[src/rtl/e203_exu_fpu_fma_seq_pkg.sv]
// Shared types and constants for the FMA sequencer: state encoding, op codes,
// decode-info to op mapping and the registered request payload.
package e203_exu_fpu_fma_seq_pkg;

  localparam int unsigned E203_XLEN       = 32;
  localparam int unsigned E203_ITAG_WIDTH = 2;

  typedef enum logic [2:0] {
    ST_IDLE     = 3'd0,
    ST_MUL_REQ  = 3'd1,
    ST_MUL_WAIT = 3'd2,
    ST_ADD_REQ  = 3'd3,
    ST_ADD_WAIT = 3'd4,
    ST_DONE     = 3'd5,
    ST_DRAIN    = 3'd6
  } fma_state_e;

  typedef enum logic [1:0] {
    FMA_OP_FMADD  = 2'b00,
    FMA_OP_FMSUB  = 2'b01,
    FMA_OP_FNMSUB = 2'b10,
    FMA_OP_FNMADD = 2'b11
  } fma_op_e;

  // Bit positions of the FMAC group inside the decode-info bus
  localparam int unsigned E203_DECINFO_FMAC_FMADD  = 0;
  localparam int unsigned E203_DECINFO_FMAC_FMSUB  = 1;
  localparam int unsigned E203_DECINFO_FMAC_FNMSUB = 2;
  localparam int unsigned E203_DECINFO_FMAC_FNMADD = 3;
  localparam int unsigned E203_DECINFO_FMAC_W      = 4;

  typedef struct packed {
    logic [E203_XLEN-1:0]       a;
    logic [E203_XLEN-1:0]       b;
    logic [E203_XLEN-1:0]       c;
    logic [1:0]                 op;
    logic [E203_ITAG_WIDTH-1:0] itag;
  } fma_req_t;

  function automatic fma_op_e decinfo_to_fma_op(input logic [E203_DECINFO_FMAC_W-1:0] info);
    fma_op_e op;
    op = FMA_OP_FMADD;
    if (info[E203_DECINFO_FMAC_FMSUB])  op = FMA_OP_FMSUB;
    if (info[E203_DECINFO_FMAC_FNMSUB]) op = FMA_OP_FNMSUB;
    if (info[E203_DECINFO_FMAC_FNMADD]) op = FMA_OP_FNMADD;
    return op;
  endfunction

endpackage

[src/rtl/e203_exu_fpu_fma_sgn.sv]
// Sign rules between the multiply and add steps, plus the zero-product shortcut
// detect (only live when E203_FMA_SEQ_ZERO_SKIP_EN is defined).
module e203_exu_fpu_fma_sgn
  import e203_exu_fpu_fma_seq_pkg::*;
(
  input  logic [1:0]           op,
  input  logic [E203_XLEN-1:0] prod,
  input  logic [E203_XLEN-1:0] addend,
  output logic [E203_XLEN-1:0] prod_c,
  output logic [E203_XLEN-1:0] addend_c,
  output logic                 skip_c
);

  // op[1] negates the product, op[0] negates the addend
  assign prod_c   = {prod[E203_XLEN-1] ^ op[1], prod[E203_XLEN-2:0]};
  assign addend_c = {addend[E203_XLEN-1] ^ op[0], addend[E203_XLEN-2:0]};

`ifdef E203_FMA_SEQ_ZERO_SKIP_EN
  // A signed-zero product leaves the addend as the exact result when it is non-zero
  assign skip_c = (prod[E203_XLEN-2:0] == '0) && (addend[E203_XLEN-2:0] != '0);
`else
  assign skip_c = 1'b0;
`endif

endmodule

[src/rtl/e203_exu_fpu_fma_seq.sv]
// FMA sequencer: drives the multiplier then the adder and returns one registered
// result. Optional add-skip for zero products under E203_FMA_SEQ_ZERO_SKIP_EN.
module e203_exu_fpu_fma_seq
  import e203_exu_fpu_fma_seq_pkg::*;
(
  input  logic                       clk,
  input  logic                       rst_n,
  input  logic                       fma_i_valid,
  output logic                       fma_i_ready,
  input  logic [E203_XLEN-1:0]       fma_i_rs1,
  input  logic [E203_XLEN-1:0]       fma_i_rs2,
  input  logic [E203_XLEN-1:0]       fma_i_rs3,
  input  logic [1:0]                 fma_i_op,
  input  logic [E203_ITAG_WIDTH-1:0] fma_i_itag,
  input  logic                       flush_pulse,
  output logic                       mul_req_valid,
  input  logic                       mul_req_ready,
  output logic [E203_XLEN-1:0]       mul_req_a,
  output logic [E203_XLEN-1:0]       mul_req_b,
  input  logic                       mul_rsp_valid,
  output logic                       mul_rsp_ready,
  input  logic [E203_XLEN-1:0]       mul_rsp_dat,
  output logic                       add_req_valid,
  input  logic                       add_req_ready,
  output logic [E203_XLEN-1:0]       add_req_a,
  output logic [E203_XLEN-1:0]       add_req_b,
  input  logic                       add_rsp_valid,
  output logic                       add_rsp_ready,
  input  logic [E203_XLEN-1:0]       add_rsp_dat,
  input  logic [1:0]                 add_rsp_ovf,
  output logic                       fma_o_valid,
  input  logic                       fma_o_ready,
  output logic [E203_XLEN-1:0]       fma_o_wbck_wdat,
  output logic [E203_ITAG_WIDTH-1:0] fma_o_itag,
  output logic [1:0]                 fma_o_overflow,
  output logic                       fma_o_wbck_err
);

  fma_state_e           state, nxt_state;
  fma_req_t             req_q;
  logic [E203_XLEN-1:0] prod_q, addend_q, wdat_q;
  logic [1:0]           ovf_q;
  logic                 drain_add_q;
  logic [E203_XLEN-1:0] prod_c, addend_c;
  logic                 skip_c;
  logic                 accept_c;

  e203_exu_fpu_fma_sgn u_sgn (
    .op       (req_q.op),
    .prod     (mul_rsp_dat),
    .addend   (req_q.c),
    .prod_c   (prod_c),
    .addend_c (addend_c),
    .skip_c   (skip_c)
  );

  assign accept_c = fma_i_valid & fma_i_ready;

  always_ff @(posedge clk or negedge rst_n) begin
    if (!rst_n) state <= ST_IDLE;
    else        state <= nxt_state;
  end

  // A flush with a handshake already done on a unit must drain that unit's response
  always_comb begin
    nxt_state = state;
    case (state)
      ST_IDLE:     if (accept_c) nxt_state = ST_MUL_REQ;
      ST_MUL_REQ: begin
        if (flush_pulse)        nxt_state = mul_req_ready ? ST_DRAIN : ST_IDLE;
        else if (mul_req_ready) nxt_state = ST_MUL_WAIT;
      end
      ST_MUL_WAIT: begin
        if (mul_rsp_valid)    nxt_state = flush_pulse ? ST_IDLE : (skip_c ? ST_DONE : ST_ADD_REQ);
        else if (flush_pulse) nxt_state = ST_DRAIN;
      end
      ST_ADD_REQ: begin
        if (flush_pulse)        nxt_state = add_req_ready ? ST_DRAIN : ST_IDLE;
        else if (add_req_ready) nxt_state = ST_ADD_WAIT;
      end
      ST_ADD_WAIT: begin
        if (add_rsp_valid)    nxt_state = flush_pulse ? ST_IDLE : ST_DONE;
        else if (flush_pulse) nxt_state = ST_DRAIN;
      end
      ST_DONE:     if (flush_pulse || fma_o_ready) nxt_state = ST_IDLE;
      ST_DRAIN:    if (drain_add_q ? add_rsp_valid : mul_rsp_valid) nxt_state = ST_IDLE;
      default:     nxt_state = ST_IDLE;
    endcase
  end

  always_comb begin
    fma_i_ready   = 1'b0;
    mul_req_valid = 1'b0;
    mul_rsp_ready = 1'b0;
    add_req_valid = 1'b0;
    add_rsp_ready = 1'b0;
    fma_o_valid   = 1'b0;
    case (state)
      ST_IDLE:     fma_i_ready   = ~flush_pulse;
      ST_MUL_REQ:  mul_req_valid = 1'b1;
      ST_MUL_WAIT: mul_rsp_ready = 1'b1;
      ST_ADD_REQ:  add_req_valid = 1'b1;
      ST_ADD_WAIT: add_rsp_ready = 1'b1;
      ST_DONE:     fma_o_valid   = 1'b1;
      ST_DRAIN: begin
        mul_rsp_ready = ~drain_add_q;
        add_rsp_ready = drain_add_q;
      end
      default: ;
    endcase
  end

  // Operand, intermediate and result registers
  always_ff @(posedge clk or negedge rst_n) begin
    if (!rst_n) begin
      req_q       <= '0;
      prod_q      <= '0;
      addend_q    <= '0;
      wdat_q      <= '0;
      ovf_q       <= '0;
      drain_add_q <= 1'b0;
    end else begin
      if (accept_c) begin
        req_q <= '{a: fma_i_rs1, b: fma_i_rs2, c: fma_i_rs3, op: fma_i_op, itag: fma_i_itag};
      end
      if (state == ST_MUL_WAIT && mul_rsp_valid) begin
        prod_q   <= prod_c;
        addend_q <= addend_c;
        if (!flush_pulse && skip_c) begin
          wdat_q <= addend_c;
          ovf_q  <= 2'b00;
        end
      end
      if (state == ST_ADD_WAIT && add_rsp_valid && !flush_pulse) begin
        wdat_q <= add_rsp_dat;
        ovf_q  <= add_rsp_ovf;
      end
      if (nxt_state == ST_DRAIN && state != ST_DRAIN) begin
        drain_add_q <= (state == ST_ADD_REQ) || (state == ST_ADD_WAIT);
      end
    end
  end

  assign mul_req_a       = req_q.a;
  assign mul_req_b       = req_q.b;
  assign add_req_a       = prod_q;
  assign add_req_b       = addend_q;
  assign fma_o_wbck_wdat = wdat_q;
  assign fma_o_itag      = req_q.itag;
  assign fma_o_overflow  = ovf_q;
  assign fma_o_wbck_err  = 1'b0;

endmodule
[config.mk]
export PLATFORM = sky130hd
export DESIGN_NAME = e203_exu_fpu_fma_seq
export DESIGN_NICKNAME = d
export VERILOG_FILES = /design/src/rtl/e203_exu_fpu_fma_seq_pkg.sv /design/src/rtl/e203_exu_fpu_fma_sgn.sv /design/src/rtl/e203_exu_fpu_fma_seq.sv
export SDC_FILE = /design/constraint.sdc
export NUM_CORES = 1
export LEC_CHECK = 0
export ABC_AREA = 1
export BUFFER_PORTS_ARGS = -buffer_cell sky130_fd_sc_hd__buf_4
export CAP_MARGIN = 20
export CORE_AREA = 2 2 134 136
export DETAILED_ROUTE_END_ITERATION = 12
export DIE_AREA = 0 0 136 138
export GPL_TIMING_DRIVEN = 0
export MAX_ROUTING_LAYER = met4
export PLACE_DENSITY_LB_ADDON = 0.3
export RECOVER_POWER = 50
export SYNTH_ARGS = -nofsm -noshare
export SYNTH_HDL_FRONTEND = slang
export SYNTH_SLANG_ARGS = --single-unit
[constraint.sdc]
create_clock -name clk -period 4.6 [get_ports clk]
set_input_delay 0 -clock clk [delete_from_list [all_inputs] [get_ports clk]]
set_output_delay 0 -clock clk [all_outputs]
set_load 0.1 [all_outputs]
After elaboration in Yosys (flattened, before gate mapping)
Index checks and enable logic that the tools add are counted.

cells by class
  eq/ne operators = 8
  multiplexer cells = 22
  bitwise operators = 5
  reduce and logical (&&, ||, !) cells = 8

operator list
  operator              count
  $mux W3               13
  $pmux W3 S7           1
  $eq A3 B3 Y1 const B  4
  $eq A3 B2 Y1 const B  2
  $mux W1               5
  $logic_and A1 B1 Y1   4
  $pmux W1 S2           2
  $eq A3 B1 Y1 const B  1
  $logic_not A3 Y1      1
  $ne A3 B3 Y1 const B  1
  $logic_or A1 B1 Y1    2
  $mux W2               1
  $not A1 Y1            2
  $xor A1 B1 Y1         2
  $and A1 B1 Y1         1
  $logic_not A1 Y1      1

word-level totals
  register bits after elaboration = 202
  output and inout bits = 171
  word-level logic and storage cells = 54

Longest topological paths before layout
Gate-level depths: netlist of run 1.

  word-level depth = 7
  gate-level depth with buffers = 11
  depth with buffers taken out = 10

Modules after synthesis
From an unflattened synthesis of run 1, not the netlist that was laid out.

unflattened totals
  cell total of the unflattened synthesis = 901
  area total of the unflattened synthesis = 9,263.9 um2

modules (own cells, without submodules)
  module                instances  cells each  area an instance (um2)
  e203_exu_fpu_fma_seq  1          827         8,749.6
  e203_exu_fpu_fma_sgn  1          74          514.2

Worst setup path before layout of run 1
OpenSTA, ideal clock, no wires.

  path type = reg-to-output
  start = register state[1]
  end = output port fma_i_ready
  arrival time = 3.456 ns
  path slack = 1.144 ns
  stages on the path, launching flop included = 3
  cells stage by stage = dfrtp_1 -> buf_4 -> nor4_1

between the ends
  word-level cells in the longest chain between the ends = 2

RTL lines
  what                    RTL line                    source
  start, declared         e203_exu_fpu_fma_seq.sv:39  fma_state_e state, nxt_state;
  start signal, assigned  e203_exu_fpu_fma_seq.sv:61  else state <= nxt_state;
  $logic_not A3 Y1        e203_exu_fpu_fma_seq.sv:98  case (state)
  $mux W1                 e203_exu_fpu_fma_seq.sv:98
  end, declared           e203_exu_fpu_fma_seq.sv:9   output logic fma_i_ready,

Every way passes these cells.

Worst setup path after layout of run 1
  start = register state[0]
  end = register state[2]

between the ends
  word-level cells in the longest chain between the ends = 5

RTL lines
  what              RTL line                                                source
  $logic_not A3 Y1  e203_exu_fpu_fma_seq.sv:67, e203_exu_fpu_fma_seq.sv:98
  $mux W1           e203_exu_fpu_fma_seq.sv:98
  $and A1 B1 Y1     e203_exu_fpu_fma_seq.sv:57                              assign accept_c = fma_i_valid & fma_i_ready;
  $mux W3           e203_exu_fpu_fma_seq.sv:68                              ST_IDLE: if (accept_c) nxt_state = ST_MUL_REQ;
  $pmux W3 S7 (*)   e203_exu_fpu_fma_seq.sv:67                              case (state)
  net nxt_state[2]  e203_exu_fpu_fma_seq.sv:39

The timed path passes the listed nets; every way through them passes the cells marked *.
A chain may end at the register's enable or synchronous reset.

==> metrics.txt, run 1 <==
Ys Warns=0; Initial DRC Count=roughly 450; # fillers=1,194; first-pass GRT wire length=42,000 um; Starting Density=0.476; EDFF count, synth=0; Worst Setup Path Type=flip-flop to flip-flop; Slew Limit Fails=0; TNS Setup=0 ns; CTS tree=yes; CTS-repair resized insts=0; DIE AREA=18,800 um2; post-synthesis sequential area ratio=0.606; synth top area cells=dfrtp_1 (61%), mux2_2 (13%), nand2_1 (6.7%); fin util=0.756; max cap viols=0; Seq. cell area=roughly 5100 um2; hold_buf cts=approximately 180; Die Ht=between 100 and 150 um; Worst Skew=0.0101 ns; Tcrit/Tclk final=0.516; Netlist cell types=27; Peak Freq=421 MHz; endpoint class of the critical path=flip-flop; area grow syn2layout=59.0%; RSZ-0062 raised after global routing=false; Worst path slowest cell=dlygate4sd3_1; Core ar.=17,500 um2; CP max stage delay=between 0.5 and 0.6 ns; Slew headroom=0.145; Bufs and invs on worst path=4; gr ovfl total=0; WP data required=4.99 ns; Place WS=2.76 ns; Placer Congestion=0.843; H-tree levels=1; WL per Instance=17.7 um; Hold WC Path Type=input pin to flip-flop; Avg Inst Size Synth=11.4 um2; vias per cell=4.83; min Tclk post-route=2.37 ns; # IOs=346; FF+latch count, synth=approximately 200; IO buf count=roughly 340; CTS Buffer Depth=3; DRT Wirelength=approximately 27,000 um; clock buffer count from CTS=22; Die W=136 um; Worst path top cell family by delay=buffers and inverters; top post-synthesis cells by count=dfrtp_1 (202), nand2_1 (148), mux2_2 (99), buf_4 (68), nor2_1 (45); Ant. Diodes=0; GRT Total Usage=0.295; status=finished, final reports clean; crit path launch type=flip-flop; Async S/R FF share, synth=1.00; top cell type's share of synthesized area=0.606; Root Driver=clkbuf_16; vias in the first global route=8,037; initial antenna violation count=0; drt drc=0; Layout Nets=1,453; Mapped Area=between 8000 and 9000 um2; multi-input logic area=~2400 um2; Reg clk slew, reported paths=0.06 ns; setup ws final=2.23 ns; Setup Viol. Count Final=0; Post-synth top flop=dfrtp_1; largest net degree at the start of global routing=123; FP Rows=49; post-CTS setup repair buffer count=0; Fin Hold WS=0.0577 ns; cell mode on critical path=nand2_1; syn_nets=909; CTS sink cnt=just over 200; top-count cell post-synth=dfrtp_1; Post-Syn Instances=between 700 and 800; first-pass iteration count of the detailed router=6; crit-path max FO=8; Final Hold Fails=0; DP HPWL=15,600 um; WP data arrival=2.76 ns; CP Cell Sequence=buf_2 -> inv_2 -> nand2_1 -> nor2_1 -> o21ai_0 -> nand2_1 -> dlygate4sd3_1 -> nor2_1 -> nand2_1 -> dlygate4sd3_1; Via Count=7,354; largest area contributor in the netlist=dfrtp_1; Slew @ Worst Pin=1.29 ns; Antenna Violating Nets Remaining=0; layout cell share with drive strength beyond 1=0.354; clk_lat worst skew=about 0.50 ns
worst reg2reg max path, stage by stage (launching register included):
cell,delay [ns]
dfrtp_1,0.32
buf_2,0.20
inv_2,0.09
nand2_1,0.14
nor2_1,0.07
o21ai_0,0.07
nand2_1,0.06
dlygate4sd3_1,0.56
nor2_1,0.10
nand2_1,0.09
dlygate4sd3_1,0.56
through the flow:
stage                     cells  instance area (um2)
final                      1521                13300
after global routing       1521                13300
after CTS                  1521                13700
after detailed placement   1307                11200
after global placement     1306                11200
after floorplan             734                 8340
cell families after synthesis:
kind of cell	share of synthesized area
compound gates	0.0443
xor+xnor	0.00210
buf+inv	0.105
flops	0.606
mux	0.140
other cells	0.000450
simple gates	0.102
path summary, 6_finish.rpt:
kind	slack, ns	depth (start not counted)	startpoint	end
setup / recovery	2.23	10	state[0]$_DFF_PN0_	state[2]$_DFF_PN0_
hold / removal	0.06	6	mul_rsp_valid	drain_add_q$_DFFE_PN0P_
setup reg to reg	2.23	10	state[0]$_DFF_PN0_	state[2]$_DFF_PN0_
hold reg to reg	0.47	2	add_req_a[8]$_DFFE_PN0P_	add_req_a[8]$_DFFE_PN0P_
max in group asynchronous	3.52	3	rst_n	mul_req_a[8]$_DFFE_PN0P_
min in group asynchronous	0.07	2	rst_n	req_q[24]$_DFFE_PN0P_
metal layers:
layer | share of wire | routed length, um | up-vias | global-route usage
li1 | - | - | 3382 | -
met1 | 0.36 | 9720 | 3582 | 0.314
met2 | 0.54 | 14600 | 303 | 0.530
met3 | 0.055 | 1470 | 87 | 0.0513
met4 | 0.041 | 1110 | 0 | 0.127
met5 | 0 | 0 | - | -
cell type report:
type | count | share of cell area
Timing Repair Buffer | 520 | 0.295
Buffer | 101 | 0.0546
Inverter | 41 | 0.0116
Multi-Input combinational cell | 390 | 0.181
Clock buffer | 32 | 0.0482
Sequential cell | 202 | 0.381
Tap cell | 229 | 0.0216
Clock inverter | 6 | 0.00632
registers in the layout (all words and copies together) (netlist names):
| name | cells |
|---|---|
| fma_o_overflow | 2 |
| req_q | 34 |
| fma_o_wbck_wdat | 32 |
| mul_req_b | 32 |
| fma_o_itag | 2 |
| mul_req_a | 32 |
| state | 3 |
| add_req_a | 32 |
| drain_add_q | 1 |
| add_req_b | 32 |
cell usage in the layout, fill, tap and decap left out, types with 6 or more instances in the layout:
| cell type | instances |
|---|---|
| a21oi_1 | 33 |
| buf_2 | 18 |
| buf_4 | 288 |
| buf_6 | 9 |
| clkbuf_1 | 134 |
| clkbuf_16 | 23 |
| dfrtp_1 | 202 |
| dlygate4sd3_1 | 176 |
| inv_1 | 38 |
| mux2_2 | 99 |
| nand2_1 | 148 |
| nand3_1 | 6 |
| nor2_1 | 45 |
| o21ai_0 | 38 |
Power of run 1 is left out: the tool's default activity adds up to more than one toggle a clock period on the data nets, which glitch-free logic cannot reach.
==> inputs of run 2 (changes only) <==
Settings changed: ABC_AREA 1 to 0, CORE_AREA 2 2 134 136 to not set, CORE_MARGIN set to 2, CORE_UTILIZATION set to 43, DIE_AREA 0 0 136 138 to not set.
Clock period 4.6 ns to 2 ns, I/O delays scaled along.
==> run 2 against run 1 <==
Compared with the run above: clock-buffer cell count fell by 4; first-iteration DRC count is 55% lower; area after synthesis shrank 0.75%; final cell count shrank 13%; critical endpoint unchanged; highest routed layer unchanged.
==> metrics.txt, run 2 <==
endpoint class of the critical path=flip-flop; Final Hold Fails=0; Reg clk slew, reported paths=~0.060 ns; most frequent cells in the layout=buf_4 (286), dfrtp_1 (201), mux2_2 (197), dlygate4sd3_1 (174), clkbuf_2 (125); vias in the first global route=6,901; # IOs=346; Slew @ Worst Pin=1.19 ns; area grow syn2layout=61.2%; IO buf count=roughly 340; crit-path max FO=10; Die W=143 um; first-pass iteration count of the detailed router=4; DP HPWL=14,800 um; max cap viols=0; top cell type's share of synthesized area=0.611; Initial DRC Count=~200; syn_nets=714; WP data required=about 2.4 ns; EDFF count, synth=0; Slew headroom=0.204; CTS tree=yes; vias per cell=4.74; gr ovfl total=0; first-pass GRT wire length=~36,000 um; TNS Setup=0 ns; clk_lat worst skew=about 0.49 ns; post-route insts no fill=1,326; DRT Wirelength=23,700 um; Die Ht=between 100 and 150 um; Root Driver=clkbuf_16; post-synthesis sequential area ratio=0.611; DIE AREA=approximately 20,000 um2; FF+latch count, synth=202; Slew Limit Fails=0; WL per Instance=around 18 um; layout cell share with drive strength beyond 1=0.613; Async S/R FF share, synth=1.00; largest net degree at the start of global routing=119; Ys Warns=0; # fillers=1,286; Via Count=6,281; Avg Inst Size Synth=about 15 um2; Tcrit/Tclk final=0.945; Largest Register=req_q; dpl cells=roughly 1,100; leading cell type in the layout, fill and taps excluded=buf_4; CTS Buffer Depth=3; Layout Nets=1,257; Antenna Violating Nets Remaining=0; Core ar.=18,800 um2; status=finished, final reports clean; top-count cell post-synth=dfrtp_1; drt drc=0; H-tree levels=1; max FFs per register=34; Post-synth top flop=dfrtp_1; post-CTS setup repair buffer count=0; initial antenna violation count=0; crit path launch type=flip-flop; min Tclk post-route=1.89 ns; GRT Total Usage=0.235; CTS sink cnt=202; Hold WC Path Type=input pin to flip-flop; Starting Density=0.441; Setup Viol. Count Final=0; FP Rows=50; Placer Congestion=0.843; Worst Setup Path Type=flip-flop to flip-flop; Netlist cell types=35; Peak Freq=529 MHz; Mapped Area=8280 um2; synth top area cells=dfrtp_1 (61%), mux2_2 (27%), buf_4 (6.4%); WP data arrival=between 2 and 2.5 ns; clock buffer count from CTS=23; Worst Skew=~0.0089 ns; Post-Syn Instances=539; largest area contributor in the netlist=dfrtp_1; top post-synthesis cells by count=dfrtp_1 (202), mux2_2 (197), buf_4 (71), buf_2 (16)
-- run 2: changes by cell type after synthesis, sizes merged, moves of 27 or more --
cell and delta:
nand2 -145, mux2 +94, inv -35, o21ai -36, a21oi -27, nor2 -44
-- run 2: kinds of logic after synthesis --
kind of cell,after synthesis,share of synthesized area
xor+xnor,3,0.00317
buf+inv,97,0.0813
compound gates,18,0.0150
flops,202,0.611
simple gates,20,0.0187
mux,198,0.271
other cells,1,0.000453
-- run 2: final timing paths --
kind / slack [ns] / depth (start not counted) / from / end
min in group asynchronous: 0.33 / 2 / rst_n / add_req_b[6]$_DFFE_PN0P_
max reg2reg: 0.11 / 6 / state[1]$_DFF_PN0_ / state[2]$_DFF_PN0_
min reg2reg: 0.50 / 1 / req_q[27]$_DFFE_PN0P_ / add_req_b[23]$_DFFE_PN0P_
max: 0.11 / 6 / state[1]$_DFF_PN0_ / state[2]$_DFF_PN0_
max in group asynchronous: 0.52 / 3 / rst_n / state[2]$_DFF_PN0_
min: 0.06 / 4 / fma_i_valid / state[0]$_DFF_PN0_
-- run 2: per-stage QoR --
| step | area [um2] | utilization | hold WS [ns] | worst slack [ns] |
|---|---|---|---|---|
| CTS | 13700 | 0.728 | 0.00590 | 0.0468 |
| detailed placement | 11200 | 0.596 | 0.0377 | 0.0242 |
| floorplan | 8290 | - | -0.296 | -0.433 |
| global placement | 11200 | 0.594 | 0.232 | -0.518 |
| finish | 13300 | 0.711 | 0.0555 | 0.110 |
| global route | 13300 | 0.711 | 0.0673 | -0.00830 |
-- run 2: worst max-delay path, cell delays in order, from the launching register on --
cell and delay [ns]:
dfrtp_1 0.42, buf_2 0.24, and2b_1 0.26, o21a_1 0.15, nor2_1 0.10, dlygate4sd3_1 0.56
nand2_1 0.06
-- run 2: final cells by class --
type | count | area (um2) | area share
timing repair buffer | 518 | 4020 | 0.302
multi-input combinational | 240 | 2560 | 0.192
buffer | 91 | 659 | 0.0494
clock inverter | 6 | 105 | 0.00788
tap | 234 | 293 | 0.0219
clock buffer | 28 | 614 | 0.0460
antenna | 1 | 2.50 | 0.000188
sequential | 202 | 5060 | 0.379
inverter | 6 | 22.5 | 0.00169
-- run 2: layer usage --
layer	vias to the layer above	routed length [um]	GRT usage
met2	256	12500	0.418
met3	66	1370	0.0436
met1	3065	8890	0.259
met5	-	0	-
li1	2894	-	-
met4	0	943	0.0974
-- run 2: what timing repair did --
action                                 in CTS  in global routing
resized for setup                           1                  4
setup endpoints to repair                   1                  4
hold buffers                              174                  0
endpoints found under the hold margin     254                  0
Power of run 2 is left out for the same reason.
